[src/rtl/mips_pkg.sv]
// Shared encodings for the MIPS pipeline: access types, EX/MEM control bit
// positions and the memory-stage FSM state type.
package mips_pkg;

  localparam logic [2:0] FN_B  = 3'b000;
  localparam logic [2:0] FN_H  = 3'b001;
  localparam logic [2:0] FN_W  = 3'b010;
  localparam logic [2:0] FN_BU = 3'b100;
  localparam logic [2:0] FN_HU = 3'b101;

  localparam int unsigned WB_REG_WRITE  = 1;
  localparam int unsigned WB_MEM_TO_REG = 0;

  localparam int unsigned M_READ  = 2;
  localparam int unsigned M_WRITE = 1;
  localparam int unsigned M_RSVD  = 0;

  typedef enum logic {
    S_IDLE = 1'b0,
    S_WAIT = 1'b1
  } mas_state_t;

endpackage

[src/rtl/mem_access_stage_if.sv]
// Data-memory handshake bus between the memory-access stage and data memory.
interface mem_access_stage_if;
  logic        dm_req;
  logic        dm_we;
  logic [31:0] dm_addr;
  logic [3:0]  dm_be;
  logic [31:0] dm_wdata;
  logic        dm_ready;
  logic [31:0] dm_rdata;

  modport master (
    output dm_req, dm_we, dm_addr, dm_be, dm_wdata,
    input  dm_ready, dm_rdata
  );

  modport slave (
    input  dm_req, dm_we, dm_addr, dm_be, dm_wdata,
    output dm_ready, dm_rdata
  );
endinterface

[src/rtl/mem_access_stage_lsu_align.sv]
// Combinational byte-lane logic: store lane replication/enables, load
// extraction with sign/zero extension, and misalignment detection.
module lsu_align
  import mips_pkg::*;
(
  input  logic [2:0]  i_fn,
  input  logic [1:0]  i_addr_lo,
  input  logic        i_access,
  input  logic [31:0] i_wdata,
  input  logic [31:0] i_rdata,
  output logic [3:0]  o_store_be,
  output logic [31:0] o_store_wdata,
  output logic [31:0] o_load_data,
  output logic        o_misalign
);

  logic [7:0]  w_byte;
  logic [15:0] w_half;
  logic        w_bad;

  always_comb begin
    case (i_addr_lo)
      2'd0:    w_byte = i_rdata[7:0];
      2'd1:    w_byte = i_rdata[15:8];
      2'd2:    w_byte = i_rdata[23:16];
      default: w_byte = i_rdata[31:24];
    endcase
    w_half = i_addr_lo[1] ? i_rdata[31:16] : i_rdata[15:0];
  end

  // Unsigned codes share the lane layout of their signed counterparts on stores.
  always_comb begin
    o_store_be    = 4'b1111;
    o_store_wdata = i_wdata;
    o_load_data   = i_rdata;
    w_bad         = 1'b0;
    case (i_fn)
      FN_B, FN_BU: begin
        o_store_be    = 4'b0001 << i_addr_lo;
        o_store_wdata = {4{i_wdata[7:0]}};
        o_load_data   = (i_fn == FN_B) ? {{24{w_byte[7]}}, w_byte} : {24'd0, w_byte};
      end
      FN_H, FN_HU: begin
        o_store_be    = i_addr_lo[1] ? 4'b1100 : 4'b0011;
        o_store_wdata = {2{i_wdata[15:0]}};
        o_load_data   = (i_fn == FN_H) ? {{16{w_half[15]}}, w_half} : {16'd0, w_half};
        w_bad         = i_addr_lo[0];
      end
      FN_W: begin
        w_bad = (i_addr_lo != 2'b00);
      end
      default: begin
        w_bad = 1'b1;
      end
    endcase
    o_misalign = i_access & w_bad;
  end

endmodule

[src/rtl/mem_access_stage.sv]
// MIPS memory-access stage: data-memory handshake with wait/timeout FSM,
// alignment exceptions and the MEM/WB pipeline register.
module mem_access_stage
  import mips_pkg::*;
#(
  parameter int unsigned TIMEOUT = 16
) (
  input  logic                clk,
  input  logic                r,
  input  logic [1:0]          ex_wb,
  input  logic [2:0]          ex_m,
  input  logic [2:0]          ex_fn,
  input  logic [31:0]         ex_alu,
  input  logic [31:0]         ex_wdata,
  input  logic [4:0]          ex_rd,
  mem_access_stage_if.master  dm,
  output logic                stall,
  output logic                exc_misalign,
  output logic                exc_bus,
  output logic                wb_reg_write,
  output logic                wb_mem_to_reg,
  output logic [31:0]         wb_rdata,
  output logic [31:0]         wb_alu,
  output logic [4:0]          wb_rd
);

  localparam int unsigned CW = (TIMEOUT > 2) ? $clog2(TIMEOUT) : 1;

  mas_state_t  r_state;
  logic [CW-1:0] r_cnt;

  logic        w_access, w_read, w_write, w_go, w_abort, w_bubble;
  logic        w_misalign;
  logic [3:0]  w_store_be;
  logic [31:0] w_store_wdata, w_load_data;
  logic        w_unused;

  assign w_unused = ex_m[M_RSVD];
  assign w_access = ex_m[M_READ] | ex_m[M_WRITE];
  assign w_read   = ex_m[M_READ];
  assign w_write  = ex_m[M_WRITE] & ~ex_m[M_READ];

  lsu_align u_lsu_align (
    .i_fn          (ex_fn),
    .i_addr_lo     (ex_alu[1:0]),
    .i_access      (w_access),
    .i_wdata       (ex_wdata),
    .i_rdata       (dm.dm_rdata),
    .o_store_be    (w_store_be),
    .o_store_wdata (w_store_wdata),
    .o_load_data   (w_load_data),
    .o_misalign    (w_misalign)
  );

  // IDLE request cycle plus WAIT counts 0..TIMEOUT-3 gives TIMEOUT-1 stalled cycles.
  assign w_go    = r & w_access & ~w_misalign;
  assign w_abort = w_go & (r_state == S_WAIT) & ~dm.dm_ready & (r_cnt == CW'(TIMEOUT - 2));

  assign dm.dm_req   = w_go & ~w_abort;
  assign dm.dm_we    = dm.dm_req & w_write;
  assign dm.dm_addr  = {ex_alu[31:2], 2'b00};
  assign dm.dm_be    = w_read ? 4'b1111 : w_store_be;
  assign dm.dm_wdata = w_store_wdata;

  assign stall        = w_go & ~dm.dm_ready & ~w_abort;
  assign exc_misalign = r & w_misalign;
  assign exc_bus      = w_abort;
  assign w_bubble     = stall | w_misalign | w_abort;

  always_ff @(posedge clk) begin
    if (!r) begin
      r_state       <= S_IDLE;
      r_cnt         <= '0;
      wb_reg_write  <= 1'b0;
      wb_mem_to_reg <= 1'b0;
      wb_rdata      <= '0;
      wb_alu        <= '0;
      wb_rd         <= '0;
    end else begin
      case (r_state)
        S_IDLE: begin
          if (stall) begin
            r_state <= S_WAIT;
            r_cnt   <= '0;
          end
        end
        S_WAIT: begin
          if (stall) r_cnt <= r_cnt + 1'b1;
          else       r_state <= S_IDLE;
        end
        default: r_state <= S_IDLE;
      endcase

      if (w_bubble) begin
        wb_reg_write  <= 1'b0;
        wb_mem_to_reg <= 1'b0;
        wb_rdata      <= '0;
        wb_alu        <= '0;
        wb_rd         <= '0;
      end else begin
        wb_reg_write  <= ex_wb[WB_REG_WRITE];
        wb_mem_to_reg <= ex_wb[WB_MEM_TO_REG];
        wb_rdata      <= w_read ? w_load_data : '0;
        wb_alu        <= ex_alu;
        wb_rd         <= ex_rd;
      end
    end
  end

endmodule
[src/flat_wrapper.sv]
// flat-port wrapper written by rule: the top's interface ports become plain ports
module mem_access_stage_flat import mips_pkg::*;
#(
  parameter int unsigned TIMEOUT = 16
)
  (clk, r, ex_wb, ex_m, ex_fn, ex_alu, ex_wdata, ex_rd, stall, exc_misalign, exc_bus, wb_reg_write, wb_mem_to_reg, wb_rdata, wb_alu, wb_rd, dm_dm_req, dm_dm_we, dm_dm_addr, dm_dm_be, dm_dm_wdata, dm_dm_ready, dm_dm_rdata);
  mem_access_stage_if dm_i ();
  input  logic clk;
  input  logic r;
  input  logic [1:0] ex_wb;
  input  logic [2:0] ex_m;
  input  logic [2:0] ex_fn;
  input  logic [31:0] ex_alu;
  input  logic [31:0] ex_wdata;
  input  logic [4:0] ex_rd;
  output logic stall;
  output logic exc_misalign;
  output logic exc_bus;
  output logic wb_reg_write;
  output logic wb_mem_to_reg;
  output logic [31:0] wb_rdata;
  output logic [31:0] wb_alu;
  output logic [4:0] wb_rd;
  output wire logic [$bits(dm_i.dm_req)-1:0] dm_dm_req;
  output wire logic [$bits(dm_i.dm_we)-1:0] dm_dm_we;
  output wire logic [$bits(dm_i.dm_addr)-1:0] dm_dm_addr;
  output wire logic [$bits(dm_i.dm_be)-1:0] dm_dm_be;
  output wire logic [$bits(dm_i.dm_wdata)-1:0] dm_dm_wdata;
  input wire logic [$bits(dm_i.dm_ready)-1:0] dm_dm_ready;
  input wire logic [$bits(dm_i.dm_rdata)-1:0] dm_dm_rdata;
  assign dm_dm_req = dm_i.dm_req;
  assign dm_dm_we = dm_i.dm_we;
  assign dm_dm_addr = dm_i.dm_addr;
  assign dm_dm_be = dm_i.dm_be;
  assign dm_dm_wdata = dm_i.dm_wdata;
  assign dm_i.dm_ready = dm_dm_ready;
  assign dm_i.dm_rdata = dm_dm_rdata;
  mem_access_stage #(.TIMEOUT(TIMEOUT)) u_core (.clk(clk), .r(r), .ex_wb(ex_wb), .ex_m(ex_m), .ex_fn(ex_fn), .ex_alu(ex_alu), .ex_wdata(ex_wdata), .ex_rd(ex_rd), .dm(dm_i), .stall(stall), .exc_misalign(exc_misalign), .exc_bus(exc_bus), .wb_reg_write(wb_reg_write), .wb_mem_to_reg(wb_mem_to_reg), .wb_rdata(wb_rdata), .wb_alu(wb_alu), .wb_rd(wb_rd));
endmodule
[config.mk]
export PLATFORM = sky130hd
export DESIGN_NAME = mem_access_stage_flat
export DESIGN_NICKNAME = d
export VERILOG_FILES = /design/src/rtl/mips_pkg.sv /design/src/rtl/mem_access_stage_if.sv /design/src/rtl/mem_access_stage_lsu_align.sv /design/src/rtl/mem_access_stage.sv /design/src/flat_wrapper.sv
export SDC_FILE = /design/constraint.sdc
export NUM_CORES = 1
export LEC_CHECK = 0
export ABC_AREA = 1
export BUFFER_PORTS_ARGS = -buffer_cell sky130_fd_sc_hd__buf_4
export CORE_AREA = 2 2 98 100
export CTS_BUF_LIST = sky130_fd_sc_hd__clkbuf_2 sky130_fd_sc_hd__clkbuf_4 sky130_fd_sc_hd__clkbuf_8
export CTS_CLUSTER_DIAMETER = 30
export DETAILED_ROUTE_END_ITERATION = 16
export DIE_AREA = 0 0 100 102
export GPL_ROUTABILITY_DRIVEN = 1
export GPL_TIMING_DRIVEN = 0
export PLACE_DENSITY = 0.8
export SLEW_MARGIN = 25
export SYNTH_ARGS = -nofsm -noshare
export SYNTH_HDL_FRONTEND = slang
export SYNTH_SLANG_ARGS = --single-unit
[constraint.sdc]
create_clock -name clk -period 3 [get_ports clk]
set_input_delay 0.9 -clock clk [delete_from_list [all_inputs] [get_ports clk]]
set_output_delay 0.9 -clock clk [all_outputs]
set_load 0.02 [all_outputs]
==> results of run 1 <==
## path summary, 6_finish.rpt
check                   from              end
min reg2reg  u_core.r_cnt[3]  u_core.r_cnt[3]
max                ex_alu[1]          exc_bus
max reg2reg  u_core.r_cnt[0]  u_core.r_cnt[0]
min          u_core.r_cnt[3]  u_core.r_cnt[3]
## power breakdown
part / total (mW) / switching [mW] / internal (mW)
combinational: 0.720 / 0.387 / 0.333
sequential: 1.06 / 0.0125 / 1.05
clock: 1.01 / 0.373 / 0.635
## metrics by stage
stage,cell area (sq um),TNS (ps),setup WS [ps],cells
detailed placement,5662,-3354,-269.9,865
CTS,5938,0,1.921,881
floorplan,3638,0,55.97,503
global placement,5662,-3316,-275.5,865
global route,6035,-44.58,-32.95,888
finish,6035,0,36.17,888
## repair_timing
action	CTS	global route
buffers inserted	1	7
gates resized for setup	5	12
endpoints found under the setup margin	18	21
pin swaps	1	3
cloned	0	0
## worst reg2reg max path: cells and delay by family, from the launching register on
family          cells  cell delay (ps)
fa+ha+maj           1              190
simple gates        3              450
buf+inv             2              260
compound gates      1               60
flops               1              390
## layout make-up
type	instances	share of cell area [%]
Buffer	56	6.780
Clock inverter	6	2.281
Sequential cell	76	25.21
Multi-Input combinational cell	290	23.93
Clock buffer	9	2.053
Inverter	81	5.101
Timing Repair Buffer	259	32.34
Tap cell	111	2.301
## layer usage
layer	global-route usage, %	wire, microns	vias to the layer above
met2	45.48	6776	228
met4	8.851	311	0
li1	-	-	2039
met5	0	0	-
met3	5.609	1022	28
met1	23.87	4547	1891
## synth_stat cells (all sizes together)
master,instances,area (sq um)
a21oi,30,187.7
buf,50,379.1
clkbuf,6,22.52
conb,1,3.750
dfxtp,76,1521
ha,2,25.02
inv,81,304.0
nand2,102,397.9
nand3,14,80.08
nand4,4,46.29
nor2,89,385.4
nor3,1,5.000
o211ai,11,82.58
o21ai,26,130.1
o22ai,6,37.54
or2,1,8.760
xnor2,1,8.760
xor2,1,8.760
## cell families (layout without fill, tap and decap cells)
kind of cell / after synthesis / in the layout / share of synthesized area (%)
buffers and inverters: 137 / 411 / 19.41
xor gates and xnor gates: 2 / 2 / 0.4820
other: 1 / 2 / 0.1032
and+or+nand+nor: 211 / 211 / 25.40
DFF: 76 / 76 / 41.86
adders and majority gates: 2 / 2 / 0.6884
AOI/OAI and AO/OA: 73 / 73 / 12.05
==> impl_results.md, run 1 <==
- Run status: complete, no violations
- Crit. End Element: output pin
- Vias/cell: about 4.7
- Fill count: around 800
- Min-delay worst type: flop to flop
- Hold Path Depth: 2
- Worst-Margin Slew: around 600 ps
- Crit path buf inv count: 5
- WP data required: around 2100 ps
- Clk slew on worst S/H paths: roughly 80 ps
- Fmax: roughly 0.34 GHz
- Crit path depth: 11
- Synthesized instance count: 502
- Final hold violation count: 0
- Initial Utilization: 39.90%
- Commonest non-fill, non-tap cell in the layout: buf_4
- Overflow after GRT: 0
- Critical path arrival: between 2000 and 2500 ps
- Cell area after synthesis: ~0.0036 sq mm
- H-tree Lvls: 3
- Slew headroom: between 60 and 70%
- Hold buffer count at cts: 0
- HPWL Detailed: approximately 10000 microns
- Setup crit start kind: input pin
- Initial antenna violation count: 0
- Die Wd: about 100 microns
- Routed Antenna Nets: 0
- Total power draw: around 2.8 mW
- N_diodes: 0
- Via count: about 4200
- CTS tree: done
- Worst-Skew Late Latency: 340 ps
- GRT Overall Usage: 23.24%
- Crit-path leading delay family: buffers and inverters
- Clock Path Buffers: 2
- Crit path cell chain: buf_4 > buf_6 > nor2_4 > nand2_1 > nand2_2 > nand4_4 > buf_6 > nor2_4 > inv_2 > nor2_2 > buf_6
- RSZ-0062 raised after global routing: yes
- Row cnt: 35
- # port buffers: between 200 and 300
- Post-Route WL: 12660 microns
- Critical path's most frequent cell: buf_6
- I/O pin cnt: around 260
- Iteration count of the initial detailed-routing pass: 4
- Crit path time final: around 3000 ps
- Iter 0 DRT Violations: ~180
- Area of the die: 0.01020 sq mm
- Most frequent cells in the layout: buf_4 (298), nand2_1 (96), inv_1 (76), dfxtp_1 (76), nor2_1 (74)
- Final period util: 98.79%
- Vias in the first global route: slightly below 4000
- Core box area: between 0.009 and 0.01 sq mm
- Clk_skew: about 7 ps
- CP max stage delay: ~140 ps
- Max Cap Viol: 0
- First-pass GRT wire length: 18460 microns
- Worst reg-to-reg setup slack: roughly 1500 ps
- Reg area: approximately 0.0015 sq mm
- Final core utilization: about 66%
- Share of cells above drive strength 1: between 40 and 50%
- Total clock sinks: 76
- CP max stage cell: buf_4
- Layout area overhead: 66.02%
- Synth Register Bits: 76
- Routed WL per cell: 14.25 microns
- Hold_ws: between 500 and 600 ps
- Cts bufs inserted: 9
- P per Cell Area: around 460 mW/mm^2
- Die Y: 102 microns
- Final setup vio count: 0
- Area of the multi-input gates: 0.001444 sq mm
- Largest net degree at the start of global routing: 14
- Clock tree root driver cell: clkbuf_8
- Final nets: 887
- Crit path max fanout: 10
- Peak supply drop: just under 0.0003 V
- Avg Cell Area, Syn: about 7.2 sq um
- Leak: ~3.3 nW
- Register area share after synthesis: between 40% and 50%
- R2r worst-path depth: 7
- Critical path class: input pin to output pin
- Distinct cells, synth: 31
- Gpl congestion: about 0.86
- Top flop regs: u_core.wb_alu x32, u_core.wb_rdata x32, u_core.wb_rd x5
- Synthesis Warnings: 0
- Final max-slew violation count: 0
- DRC Markers: 0
No activity file was read; power rests on OpenSTA's default activity.
==> run 2, diff against run 1 <==
HOLD_SLACK_MARGIN = 0.12   (was unset)
clock period = 3.4 ns   (was 3 ns; I/O delays follow)
==> impl_results.md, run 2 (synthesis results as in run 1) <==
- Run status: complete, no violations
- Min-delay worst type: flop to flop
- Crit path depth: 6 (-5)
- Worst-Skew Late Latency: 330 ps (about the same)
- Gpl congestion: 0.8554 (unchanged)
- Design area: 0.005928 sq mm (-1.8%)
- R2r worst-path depth: 6 (-1)
- WP data required: 2380 ps (+280 ps)
- H-tree Lvls: 3 (unchanged)
- Initial antenna violation count: 0 (unchanged)
- Most frequent cells in the layout: buf_4 (291), nand2_1 (98), inv_1 (77)
- Final nets: 879 (-0.90%)
- RSZ-0062 raised after global routing: no
- Iter 0 DRT Violations: 172 (-2.3%)
- Crit. Startpoint: ex_fn[1]
- Max Cap Viol: 0 (unchanged)
- GRT Overall Usage: 23.21% (-0.029 points)
- Placed cell areas: 0.005662 sq mm (unchanged)
- Die Wd: 100 microns (unchanged)
- Crit-path leading delay family: simple AND/OR/NAND/NOR gates
- Worst reg-to-reg setup slack: 1930 ps (+390 ps)
- Cts bufs inserted: 9 (unchanged)
- Critical path arrival: 2290 ps (+230 ps)
- Crit path max fanout: 10 (unchanged)
- CP max stage delay: 320 ps (+180 ps)
- Critical path's most frequent cell: nand2_1
- Fmax: between 0.3 and 0.4 GHz
- Share of cells above drive strength 1: 46.03% (-1.5 points)
- Vias/cell: 4.751 (+0.79%)
- Area of the die: 0.01020 sq mm (unchanged)
- Row cnt: 35 (unchanged)
- Final core utilization: 65.08% (-1.2 points)
- HPWL Detailed: 10410 microns (unchanged)
- Die Y: 102 microns (unchanged)
- Commonest non-fill, non-tap cell in the layout: buf_4
- Final TNS setup: 0 ps (unchanged)
- CP max stage cell: o21ai_1
- Iteration count of the initial detailed-routing pass: 4 (unchanged)
- Setup WS post-layout: 94.78 ps (+58.61 ps)
- Crit Reg-Reg Endpoint: u_core.r_cnt[2]
- First-pass GRT wire length: 18440 microns (about the same)
- Final hold violation count: 0 (unchanged)
- Leak: 3.272 nW (-1.3%)
- Post-Route WL: 12550 microns (-0.82%)
- Crit. End Element: output pin
- CTS tree: done
- Total clock sinks: 76 (unchanged)
- Clk_skew: 4.101 ps (-2.823 ps)
- Clk slew on worst S/H paths: 80 ps (about the same)
- Initial Utilization: 39.90% (unchanged)
- Routed WL per cell: 14.27 microns (about the same)
- Clock tree root driver cell: clkbuf_8
- Vias in the first global route: 3949 (-0.051%)
- Clock Path Buffers: 2 (unchanged)
- Crit path time final: about 3300 ps
- Slew headroom: 60.13% (-0.17 points)
- Final period util: between 90% and 100%
- Hold buffer count at cts: 0 (unchanged)
- Layout area overhead: 63.10%
- Crit path cell chain: buf_2 > nor2_8 > nand2_1 > o21ai_1 > nand2_1 > buf_4
- Setup crit start kind: input pin
- Via count: 4181 (-0.12%)
- Largest net degree at the start of global routing: 14 (unchanged)
- N_diodes: 0 (unchanged)
- I/O pin cnt: 256 (unchanged)
- Final max-slew violation count: 0 (unchanged)
- Crit path buf inv count: 2 (-3)
- Critical path class: input pin to output pin
- Overflow after GRT: 0 (unchanged)
- # port buffers: 251 (unchanged)
- Pre-CTS setup slack: -109.9 ps (+160.0 ps)
- Final setup vio count: 0 (unchanged)
- Routed Antenna Nets: 0 (unchanged)
- Worst-Margin Slew: 598.0 ps (+2.582 ps)
- Top flop regs: u_core.wb_alu x32, u_core.wb_rdata x32, u_core.wb_rd x5
- Worst setup path endpoint: dm_dm_be[0]
- DRC Markers: 0 (unchanged)
- Reg-to-Reg Start: u_core.r_cnt[0]
- Peak supply drop: 0.0002537 V (-12%)
- P per Cell Area: 413.2 mW/mm^2 (-11%)
- Core box area: 0.009109 sq mm (unchanged)
==> run 2: changes by cell type in the layout (fill, tap and decap cells not counted), moves of 2 or more <==
cell	change
buf_4	-7
nand2_2	-2
nand2_1	+2
buf_6	-2
nor2_1	+2
==> run 2: tightest hold or removal path, cell delays in order, from the launching register on <==
cell and delay, ps:
dfxtp_1 340, nand2_1 70, a21oi_1 50
==> run 2: timing repair <==
action | 4_1_cts | 5_1_grt
pin swaps | 0 | 0
endpoints found under the hold margin | 0 | 0
setup buffers | 0 | 0
gates resized for setup | 2 | 3
setup endpoints to repair | 13 | 9
==> run 2: metrics by stage <==
stage	hold WS, ps	cells	total power [mW]
after floorplan	466.1	503	1.278
after CTS	509.1	880	2.469
after global routing	534.4	880	2.554
final	511.6	880	2.450
after global placement	475.5	865	1.573
after detailed placement	496.5	865	1.582
==> run 2: report_power, final <==
group          switching, mW  internal, mW  total (mW)
logic                  0.337         0.286       0.623
registers             0.0110         0.928       0.939
clock network          0.327         0.560       0.887
==> run 2: area by class of cell <==
type / count / area (sq um)
plain buffers: 56 / 406.6
fillers: 807 / 3181
clock inverters: 6 / 137.6
well taps: 111 / 138.9
clock buffers: 9 / 123.9
flip-flops and latches: 76 / 1521
repair buffers: 251 / 1884
inverters: 81 / 304.0
multi-input cells: 290 / 1411
==> run 2: worst min path at each step <==
stage | startpoint | endpoint | slack [ps] | cells past startpoint
after global placement | u_core.r_cnt[3] | u_core.r_cnt[3] | 480 | 2
after detailed placement | u_core.r_cnt[3] | u_core.r_cnt[3] | 500 | 2
after floorplan | u_core.r_cnt[3] | u_core.r_cnt[3] | 470 | 2
after global routing | u_core.r_cnt[3] | u_core.r_cnt[3] | 530 | 2
after CTS | u_core.r_cnt[3] | u_core.r_cnt[3] | 510 | 2
final | u_core.r_cnt[3] | u_core.r_cnt[3] | 510 | 2
==> run 2: routing by layer <==
| metal | up-vias | wire length, microns | GRT usage (%) |
|---|---|---|---|
| met2 | 258 | 6723 | 45.37 |
| met1 | 1879 | 4384 | 23.87 |
| li1 | 2019 | - | - |
| met5 | - | 0 | 0 |
| met4 | 0 | 297 | 8.851 |
| met3 | 25 | 1148 | 5.609 |
==> run 3, diff against run 2 <==
CELL_PAD_IN_SITES_DETAIL_PLACEMENT = 1   (was unset)
CELL_PAD_IN_SITES_GLOBAL_PLACEMENT = 1   (was unset)
CORE_AREA = unset   (was 2 2 98 100)
CORE_MARGIN = 2   (was unset)
CORE_UTILIZATION = 28   (was unset)
DIE_AREA = unset   (was 0 0 100 102)
PLACE_DENSITY = 0.85   (was 0.8)
==> impl_results.md, run 3 (synthesis results as in run 1) <==
- # port buffers: 251 (unchanged)
- Total power draw: 2.319 mW (-5.3%)
- Vias/cell: 4.532 (-4.6%)
- Overflow after GRT: 0 (unchanged)
- RSZ-0062 raised after global routing: yes
- Int Pwr: 1.585 mW (-11%)
- Die Wd: 117.9 microns (+18%)
- Clock Path Buffers: 2 (unchanged)
- Final setup vio count: 0 (unchanged)
- Routed Antenna Nets: 0 (unchanged)
- CTS tree: done
- Die Y: 117.9 microns (+16%)
- Crit path time final: 3321 ps (+15.96 ps)
- Post-Route WL: 15620 microns (+24%)
- Final nets: 885 (+0.68%)
- Final TNS setup: 0 ps (unchanged)
- Combinational Power Share: 27.9% (+2.5 points)
- Area of the die: 0.01391 sq mm (+36%)
- Final period util: 97.68% (+0.47 points)
- N_diodes: 0 (unchanged)
- Met1 Routed Length: 5636 microns (+29%)
- Layout area overhead: 65.47%
- Core box area: 0.01267 sq mm (+39%)
- Met3 wire length: 1113 microns (-3.0%)
- Worst-Skew Late Latency: 360 ps (+30 ps)
- Share of cells above drive strength 1: 46.78% (+0.74 points)
- Vias in the first global route: 4713 (+19%)
- Final hold violation count: 0 (unchanged)
- Fill count: 1619 (+100%)
- H-tree Lvls: 3 (unchanged)
- I/O pin cnt: 256 (unchanged)
- Clock tree root driver cell: clkbuf_8
- Run status: complete, no violations
- WP data required: 2380 ps (about the same)
- DR WL met2: 8352 microns (+24%)
- Post-Layout Cell Count: 948 (+7.7%)
- Initial antenna violation count: 0 (unchanged)
- Routed WL per cell: 16.48 microns (+15%)
- Largest net degree at the start of global routing: 15 (+1)
- Worst-Margin Slew: 614.2 ps (+16.15 ps)
- Final max-slew violation count: 0 (unchanged)
- Crit. Startpoint: ex_fn[1]
- Via count: 4296 (+2.8%)
- Total clock sinks: 76 (unchanged)
- Reg-to-Reg Start: u_core.r_cnt[0]
- Most frequent cells in the layout: buf_4 (297), nand2_1 (97), inv_1 (76), nor2_1 (76), dfxtp_1 (76)
- Peak supply drop: 0.0001469 V (-42%)
- Crit path max fanout: 10 (unchanged)
- NetSw: 733.9 uW (+8.7%)
- Iter 0 DRT Violations: 145 (-16%)
- HPWL Detailed: 12860 microns (+24%)
- Min-delay worst type: flop to flop
- Cts bufs inserted: 9 (unchanged)
- Clk_skew: 7.588 ps (+3.487 ps)
- Clk slew on worst S/H paths: 90 ps (about the same)
- Initial Utilization: 28.69% (-11 points)
- Critical path class: input pin to output pin
- Slew headroom: 59.05% (-1.1 points)
- Row cnt: 41 (+17%)
- Reg power frac: 40.5% (+2.2 points)
- Setup crit start kind: input pin
- Leak: 3.277 nW (+0.13%)
- Hold buffer count at cts: 0 (unchanged)
- HP Start: u_core.r_cnt[3]
- Switching part of the total: 31.64% (+4.1 points)
- GRT Overall Usage: 22.09% (-1.1 points)
- First-pass GRT wire length: 24090 microns (+31%)
- P per Cell Area: 385.6 mW/mm^2 (-6.7%)
- Critical path arrival: 2300 ps (about the same)
- Clk pwr share: 31.5% (-4.7 points)
- DRC Markers: 0 (unchanged)
- Commonest non-fill, non-tap cell in the layout: buf_4
- Fmax: 0.3011 GHz (-0.48%)
- Iteration count of the initial detailed-routing pass: 4 (unchanged)
- Post-placement cell count: 926 (+7.1%)
- Gpl congestion: 0.9146 (+6.9%)
- Top flop regs: u_core.wb_alu x32, u_core.wb_rdata x32, u_core.wb_rd x5
- Top Layer Used: met4
- Crit. End Element: output pin
- Max Cap Viol: 0 (unchanged)
[run 3: changes by cell type in the layout (fill, tap and decap cells not counted), sizes merged]
| cell | previous run | this run |
|---|---|---|
| buf | 301 | 306 |
| clkinvlp | 0 | 1 |
| clkbuf | 15 | 17 |
| bufinv | 4 | 1 |
| inv | 81 | 82 |
| clkinv | 2 | 3 |
[run 3: path summary, 6_finish.rpt]
path / cells past startpoint / slack, ps / end
worst min-delay path: 2 / 500 / u_core.r_cnt[3]
worst max register to register: 7 / 1800 / u_core.r_cnt[2]
worst min register to register: 2 / 500 / u_core.r_cnt[3]
worst max-delay path: 8 / 80 / dm_dm_wdata[26]
[run 3: power by group through the flow]
stage	sequential, mW	clock, mW	combinational (mW)
3_5_place_dp	0.962	0	0.639
5_1_grt	0.944	0.799	0.693
2_1_floorplan	1.01	0	0.270
3_3_place_gp	0.960	0	0.622
6_report	0.940	0.732	0.648
4_1_cts	0.941	0.757	0.642
[run 3: what timing repair did]
item | in CTS | in global routing
endpoints found under the setup margin | 16 | 14
pin swaps | 0 | 2
gates resized for setup | 3 | 8
setup buffers | 0 | 6
[run 3: cell type report]
type / instances / area [sq um] / share of cell area (%)
Timing Repair Buffer: 257 / 1929 / 32.08
Sequential cell: 76 / 1521 / 25.30
Multi-Input combinational cell: 290 / 1419 / 23.59
Buffer: 56 / 411.6 / 6.844
Inverter: 81 / 310.3 / 5.159
Tap cell: 172 / 215.2 / 3.578
Clock buffer: 10 / 137.6 / 2.288
Clock inverter: 6 / 70.07 / 1.165
[run 3: critical path, cell delays in order]
cell      delay (ps)
clkbuf_4         200
inv_2            120
nand2_1          160
inv_4            150
clkbuf_4         230
nand2_1           80
o211ai_1         130
buf_4            190
[run 3: layer usage]
metal	up-vias	global-route usage, %
met1	2030	21.70
li1	2034	-
met4	0	11.14
met5	-	0
met2	204	42.30
met3	28	5.717
[run 3: metrics by stage]
| step | hold WS [ps] | utilization [%] | setup WS [ps] | instance area [sq um] |
|---|---|---|---|---|
| finish | 504.0 | 47.47 | 78.82 | 6015 |
| global route | 540.2 | 47.47 | -9.311 | 6015 |
| CTS | 510.7 | 46.96 | 36.82 | 5951 |
| detailed placement | 497.5 | 45.28 | -222.4 | 5738 |
| global placement | 478.6 | 45.28 | -186.3 | 5738 |
| floorplan | 466.1 | - | 216.0 | 3638 |
